<file path="src/rtl/uart_master_apb.sv">
// uart_master_apb: APB register block for UART config, TX/RX FIFO access and error interrupt.
module uart_master_apb (
    input  logic        clk,
    input  logic        resetn,
    input  logic [31:0] PADDR,
    input  logic        PSELx,
    input  logic        PENABLE,
    input  logic        PWRITE,
    input  logic [31:0] PWDATA,
    input  logic [3:0]  PSTRB,
    output logic        PREADY,
    output logic [31:0] PRDATA,
    output logic        PSLVERR,
    output logic [7:0]  TX_DATA,
    input  logic [7:0]  RX_DATA,
    output logic [31:0] BAUD,
    output logic [1:0]  PARITY_MODE,
    output logic [1:0]  STOP_BITS,
    input  logic        TX_DONE,
    input  logic        TX_NOTFULL,
    input  logic        RX_NOTFULL,
    input  logic        RX_NOTEMPTY,
    input  logic        PARITY_ERROR,
    input  logic        FRAME_ERROR,
    input  logic        OVERRUN_ERROR,
    input  logic        BREAK_ERROR,
    output logic        interrupt,
    output logic        tx_fifo_write_en,
    output logic        rx_fifo_read_en,
    output logic [31:0] probe_tx_reg,
    output logic [1:0]  probe_tx_state
);
    typedef enum logic [1:0] {IDLE = 2'd0, SETUP = 2'd1, ACCESS = 2'd2} state_t;
    state_t      state, state_next;
    logic [31:0] tx_q, baud_q, wmask, rd_mux;
    logic [3:0]  ctrl, int_en, err_q, err_in, clr;
    logic        sel_tx, sel_rx, sel_baud, sel_stat, sel_ctrl, sel_clr, sel_ie;
    logic        err, ok, wr, rd;
    always_comb begin
        state_next = IDLE;
        state_next = PSELx ? (PENABLE ? ACCESS : SETUP) : IDLE;
    end
    // Bus is held off while in reset so a mid-transfer reset commits nothing.
    assign PREADY   = PSELx & PENABLE & ~resetn;
    assign sel_tx   = PADDR == 32'h00;
    assign sel_rx   = PADDR == 32'h04;
    assign sel_baud = PADDR == 32'h08;
    assign sel_stat = PADDR == 32'h0C;
    assign sel_ctrl = PADDR == 32'h10;
    assign sel_clr  = PADDR == 32'h14;
    assign sel_ie   = PADDR == 32'h18;
    assign err = ~(sel_tx | sel_rx | sel_baud | sel_stat | sel_ctrl | sel_clr | sel_ie)
               | (PWRITE & (sel_rx | sel_stat | (sel_tx & ~TX_NOTFULL)))
               | (~PWRITE & (sel_tx | sel_clr | (sel_rx & ~RX_NOTEMPTY)));
    assign ok      = PREADY & ~err;
    assign wr      = ok & PWRITE;
    assign rd      = ok & ~PWRITE;
    assign PSLVERR = PREADY & err;
    assign wmask   = {{8{PSTRB[3]}}, {8{PSTRB[2]}}, {8{PSTRB[1]}}, {8{PSTRB[0]}}};
    assign rd_mux  = sel_rx   ? {24'b0, RX_DATA} :
                     sel_baud ? baud_q :
                     sel_stat ? {24'b0, err_q, RX_NOTEMPTY, RX_NOTFULL, TX_NOTFULL, TX_DONE} :
                     sel_ctrl ? {28'b0, ctrl} :
                     sel_ie   ? {24'b0, int_en, 4'b0} : 32'b0;
    assign PRDATA           = rd ? rd_mux : 32'b0;
    assign tx_fifo_write_en = wr & sel_tx & PSTRB[0];
    assign rx_fifo_read_en  = rd & sel_rx;
    assign err_in = {BREAK_ERROR, FRAME_ERROR, OVERRUN_ERROR, PARITY_ERROR};
    assign clr    = (wr & sel_clr & PSTRB[0]) ? PWDATA[7:4] : 4'b0;
    assign TX_DATA        = tx_q[7:0];
    assign probe_tx_reg   = tx_q;
    assign BAUD           = baud_q;
    assign PARITY_MODE    = ctrl[1:0];
    assign STOP_BITS      = ctrl[3:2];
    assign probe_tx_state = state;
    always_ff @(posedge clk) begin
        if (resetn) begin
            state     <= IDLE;
            tx_q      <= '0;
            baud_q    <= '0;
            ctrl      <= '0;
            int_en    <= '0;
            err_q     <= '0;
            interrupt <= 1'b0;
        end else begin
            state <= state_next;
            if (wr & sel_tx) tx_q <= (tx_q & ~wmask) | (PWDATA & wmask);
            if (wr & sel_baud) baud_q <= (baud_q & ~wmask) | (PWDATA & wmask);
            if (wr & sel_ctrl & PSTRB[0]) ctrl <= PWDATA[3:0];
            if (wr & sel_ie & PSTRB[0]) int_en <= PWDATA[7:4];
            err_q     <= err_in | (err_q & ~clr);
            interrupt <= |(err_q & int_en);
        end
    end
endmodule

</file>
<file path="config.mk">
export PLATFORM = sky130hd
export DESIGN_NAME = uart_master_apb
export DESIGN_NICKNAME = d
export VERILOG_FILES = /design/src/rtl/uart_master_apb.sv
export SDC_FILE = /design/constraint.sdc
export NUM_CORES = 1
export LEC_CHECK = 0
export CORE_MARGIN = 3
export CORE_UTILIZATION = 40
export DETAILED_ROUTE_END_ITERATION = 8
export GPL_ROUTABILITY_DRIVEN = 0
export PLACE_DENSITY_LB_ADDON = 0.1
export SETUP_SLACK_MARGIN = 0.4
export SLEW_MARGIN = 0
export SYNTH_ARGS = -nofsm -noshare
export SYNTH_HDL_FRONTEND = slang
export SYNTH_SLANG_ARGS = --single-unit
</file>
<file path="constraint.sdc">
create_clock -name clk -period 3.1 [get_ports clk]
set_input_delay 0.62 -clock clk [delete_from_list [all_inputs] [get_ports clk]]
set_output_delay 0.62 -clock clk [all_outputs]
set_load 0.01 [all_outputs]
</file>
==> results by stage <==
Run status:
- The flow ran to the end, and the final reports show no timing, DRC or antenna violations.

Final layout:
- Of the cells placed in the final design, the portion with a size suffix greater than 1 is 26.3%.
- With fillers left out, the area of the finished cells amounts to 0.00713 mm2.
- Fill cells in the final layout number ~880.
- The repair_antennas step left the layout with diodes totalling 0.
- Compared with the post-synthesis result, the final layout area differs by 64.4%.
- After the last flow step, the layout net total stands at between 800 and 900.

Route:
- The DRC violations left is 0.
- The number of nets still failing antenna checks after routing is 0.
- Summed over all layers, the routed wires come to around 15 mm.
- The iteration-0 DRC count of the detailed router is ~270.
- The total iterations of the first detailed-routing run is 5.
- The routed layout has 4674 vias.
- The per-cell routed wire length is approximately 18 um.
- The number of vias per cell after detailed routing is 5.44.

Yosys:
- The async set-reset flop share out of synthesis is 0%.
- The Yosys step of the flow raised 0 warnings.
- The synthesized design contains 0 enable-type register cells.
- The post-synth net total is about 570.
- The post-synthesis cell count is 483.
- Of the post-synthesis cell area, the dominant cell type holds 36.5%.
- Among all flip-flop cells after synthesis, the most frequent one is dfxtp_1.
- The flip-flop and latch count after synthesis is 79.
- Of the synthesized area, sequential elements account for between 30% and 40%.
- The synthesized area per cell is between 8 and 9 um2.
- Yosys attributes the largest share of cell area to dfxtp_1 (36%), nand2b_1 (12%), mux2i_1 (10%), o31ai_1 (4.8%), nand4_1 (4.5%).
- Summing every instance area after synthesis gives 0.00434 mm2.
- The cell accounting for the most synthesized area is dfxtp_1.
- The count of different cell masters after synthesis is 42.

STA:
- Setup repair after global routing could not meet its margin everywhere.
- The tightest slew margin relative to the limit is about two fifths.
- The final number of max-transition violations is 0.
- The count of final setup violators is 0.
- After layout, the worst setup slack is 0.176 ns.
- The minimum period implied by the final worst setup slack is about 3 ns.
- Across the routed clock network, the largest skew measured is approximately 0.0011 ns.
- The share of the clock period used by the worst path after layout is 94.3%.
- Timing would allow up to between 0.3 and 0.4 GHz.
- For the pin with the worst max-slew slack, the measured transition is around 0.88 ns.
- The hold violation total from the final report is 0.

Pwr:
- After layout, the design draws a total of approximately 2000 uW.
- The total power density per cell area is 282 mW/mm2.
- The worst IR drop on VDD is around 0.24 mV.
- The static leakage is between 0.002 and 0.003 uW.

Worst setup path:
- The most repeated library cell on the critical path is buf_6.
- The required time reported for the critical path endpoint is around 2.5 ns.
- In this design, the largest share of critical-path delay is due to buffers and inverters.
- Together, buffers and inverters on the worst path number 8.
- The maximum cell stage delay along the critical path is roughly 0.25 ns.
- The startpoint type of the worst setup path is an input pin.
- The sort of element at the end of the critical path is a primary output.
- The most critical setup path has its startpoint at PADDR[31].
- Traced cell by cell, the critical path runs through buf_6 -> nor4_2 -> buf_4 -> nand4_4 -> buf_6 -> nor4_4 -> buf_4 -> clkbuf_16 -> buf_6 -> buf_6 -> and2_1 -> buf_2.
- The worst register-to-register path begins at err_q[1]$_SDFF_PP0_.
- By startpoint and endpoint, the worst setup path is classified as in -> out.
- In this run the worst path has a maximum fanout of 3.
- For the worst setup path, the data arrival time is between 2 and 2.5 ns.
- The cell with the biggest individual delay on the critical path is nor4_2.

Clock tree:
- The sink count of the clock tree is 79.
- The number of buffers created by CTS is 9.
- The tree is rooted in a clkbuf_8.
- The maximum level of the CTS H-tree is 3.
- The CTS tree is yes.
- The buffer depth of the longest clock path is 2.
- Clock-pin slew was measured on the worst setup and hold paths at around 0.09 ns.
- The clock reaches the later pin of the worst-skew pair after approximately 0.36 ns.

Placed design:
- The placed wire-length estimate is approximately 11 mm.
- The setup slack after placement is -0.542 ns.
- After detailed placement, the total cell area comes to about 0.0067 mm2.
- The count of input and output buffers is around 200.

Global routing:
- Entering global routing, the biggest net connects between 100 and 150 pins.
- The first global-routing pass estimated ~23 mm of wire.
- The total global routing overflow is 0.
- The number of antenna violations at the first check in global routing was 0.
- Global routing consumed, over all layers together, ~24% of the routing resources.
- The number of global-route vias before repair is approximately 4600.

Floorplanning:
- The overall die height is 110 um.
- The area of the die is around 0.012 mm2.
- The number of rows in the core area is 37.
- From left edge to right edge, the die measures ~110 um.
- The starting density of the core is roughly two fifths.
- During I/O placement, the number of pins put on the boundary was slightly above 200.
- After floorplanning, the core was sized to cover ~0.010 mm2.

Min path:
- The class of the tightest hold or removal check is reg -> reg.

Job:
- The max-capacitance violation count is 0.
## synth_stat cells (5+ instances only)
master and count:
nand4_1 31, clkbuf_1 32, nor4_4 5, nor2_1 10, nand3_1 8, dfxtp_1 79
nor4_1 9, and2_1 24, a21o_1 5, buf_4 8, nor3_1 9, a22oi_1 10
inv_1 10, o31ai_1 28, nand2b_1 81, a21oi_1 29, mux2i_1 44
## placed cells by master, fill, tap and decap left out, drive strengths merged, types with 3 or more instances in the layout
cell type / count
a22oi: 10
nand2: 4
and4b: 4
nand3: 9
nand4: 32
nor4: 18
nand4b: 3
clkdlybuf4s15: 8
nor2b: 4
inv: 11
nand2b: 81
mux2i: 44
a21oi: 29
o31ai: 28
o21ai: 3
a21o: 5
nor2: 10
dfxtp: 79
and2: 24
nor3: 9
clkbuf: 12
a221oi: 4
and3: 3
clkdlybuf4s50: 131
buf: 129
and3b: 3
a22o: 4
a311oi: 4
clkinv: 5
## per-stage QoR
stage / util, % / hold slack (ns) / std cells / setup TNS, ns
finish: 68.4 / 0.476 / 859 / 0
global route: 68.4 / 0.499 / 859 / 0
detailed placement: 64.3 / 0.468 / 822 / -15.32
CTS: 66.9 / 0.484 / 853 / 0
floorplan: - / 0.457 / 483 / 0
global placement: 64.3 / 0.457 / 822 / -14.35
## final timing paths
check	endpoint	slack, ns	cells past startpoint
setup reg to reg	interrupt$_SDFF_PP0_	2.30	2
hold reg to reg	flip-flop	0.48	2
hold / removal	flip-flop	0.48	2
setup / recovery	PRDATA[29]	0.18	12
## timing repair
action                                  in CTS  in global routing
endpoints found under the setup margin      35                 35
pin swaps                                   26                 12
gates cloned                                 2                  0
gates resized for setup                    296                 39
hold buffers                                 0                  0
buffers inserted                            13                  6
## worst reg2reg max path: stages (launching register included)
cell     delay (ns)
dfxtp_1        0.34
a22oi_1        0.18
a21oi_1        0.11
## cell type report
cell class | count | area, um2 | area share (%)
Multi-Input combinational cell | 346 | 2760 | 38.8
Timing Repair Buffer | 272 | 2390 | 33.6
Tap cell | 136 | 170 | 2.39
Sequential cell | 79 | 1580 | 22.2
Inverter | 10 | 37.5 | 0.527
Clock buffer | 10 | 138 | 1.93
Clock inverter | 6 | 45.0 | 0.632
## kinds of logic (layout without fill, tap and decap cells)
group | after synthesis | in the layout | synth area share, %
muxes | 44 | 44 | 10.2
buffers and inverters | 58 | 298 | 6.03
AOI/OAI and AO/OA | 89 | 89 | 14.0
and+or+nand+nor | 213 | 213 | 33.4
DFF | 79 | 79 | 36.5
## metal layers
metal  GRT usage (%)  part of all wire, %  vias up
met5               0                    0        -
met4            7.92                  2.0        0
met3            5.77                  8.1       26
met2            41.4                   49      197
met1            30.7                   41     2222
li1                -                    -     2229
## power by group
part	internal [uW]	leakage, uW	switching [uW]
sequential	1020	0.000638	3.20
combinational	153	0.00210	115
clock	317	0.0000966	402
No activity file was read; power rests on OpenSTA's default activity.
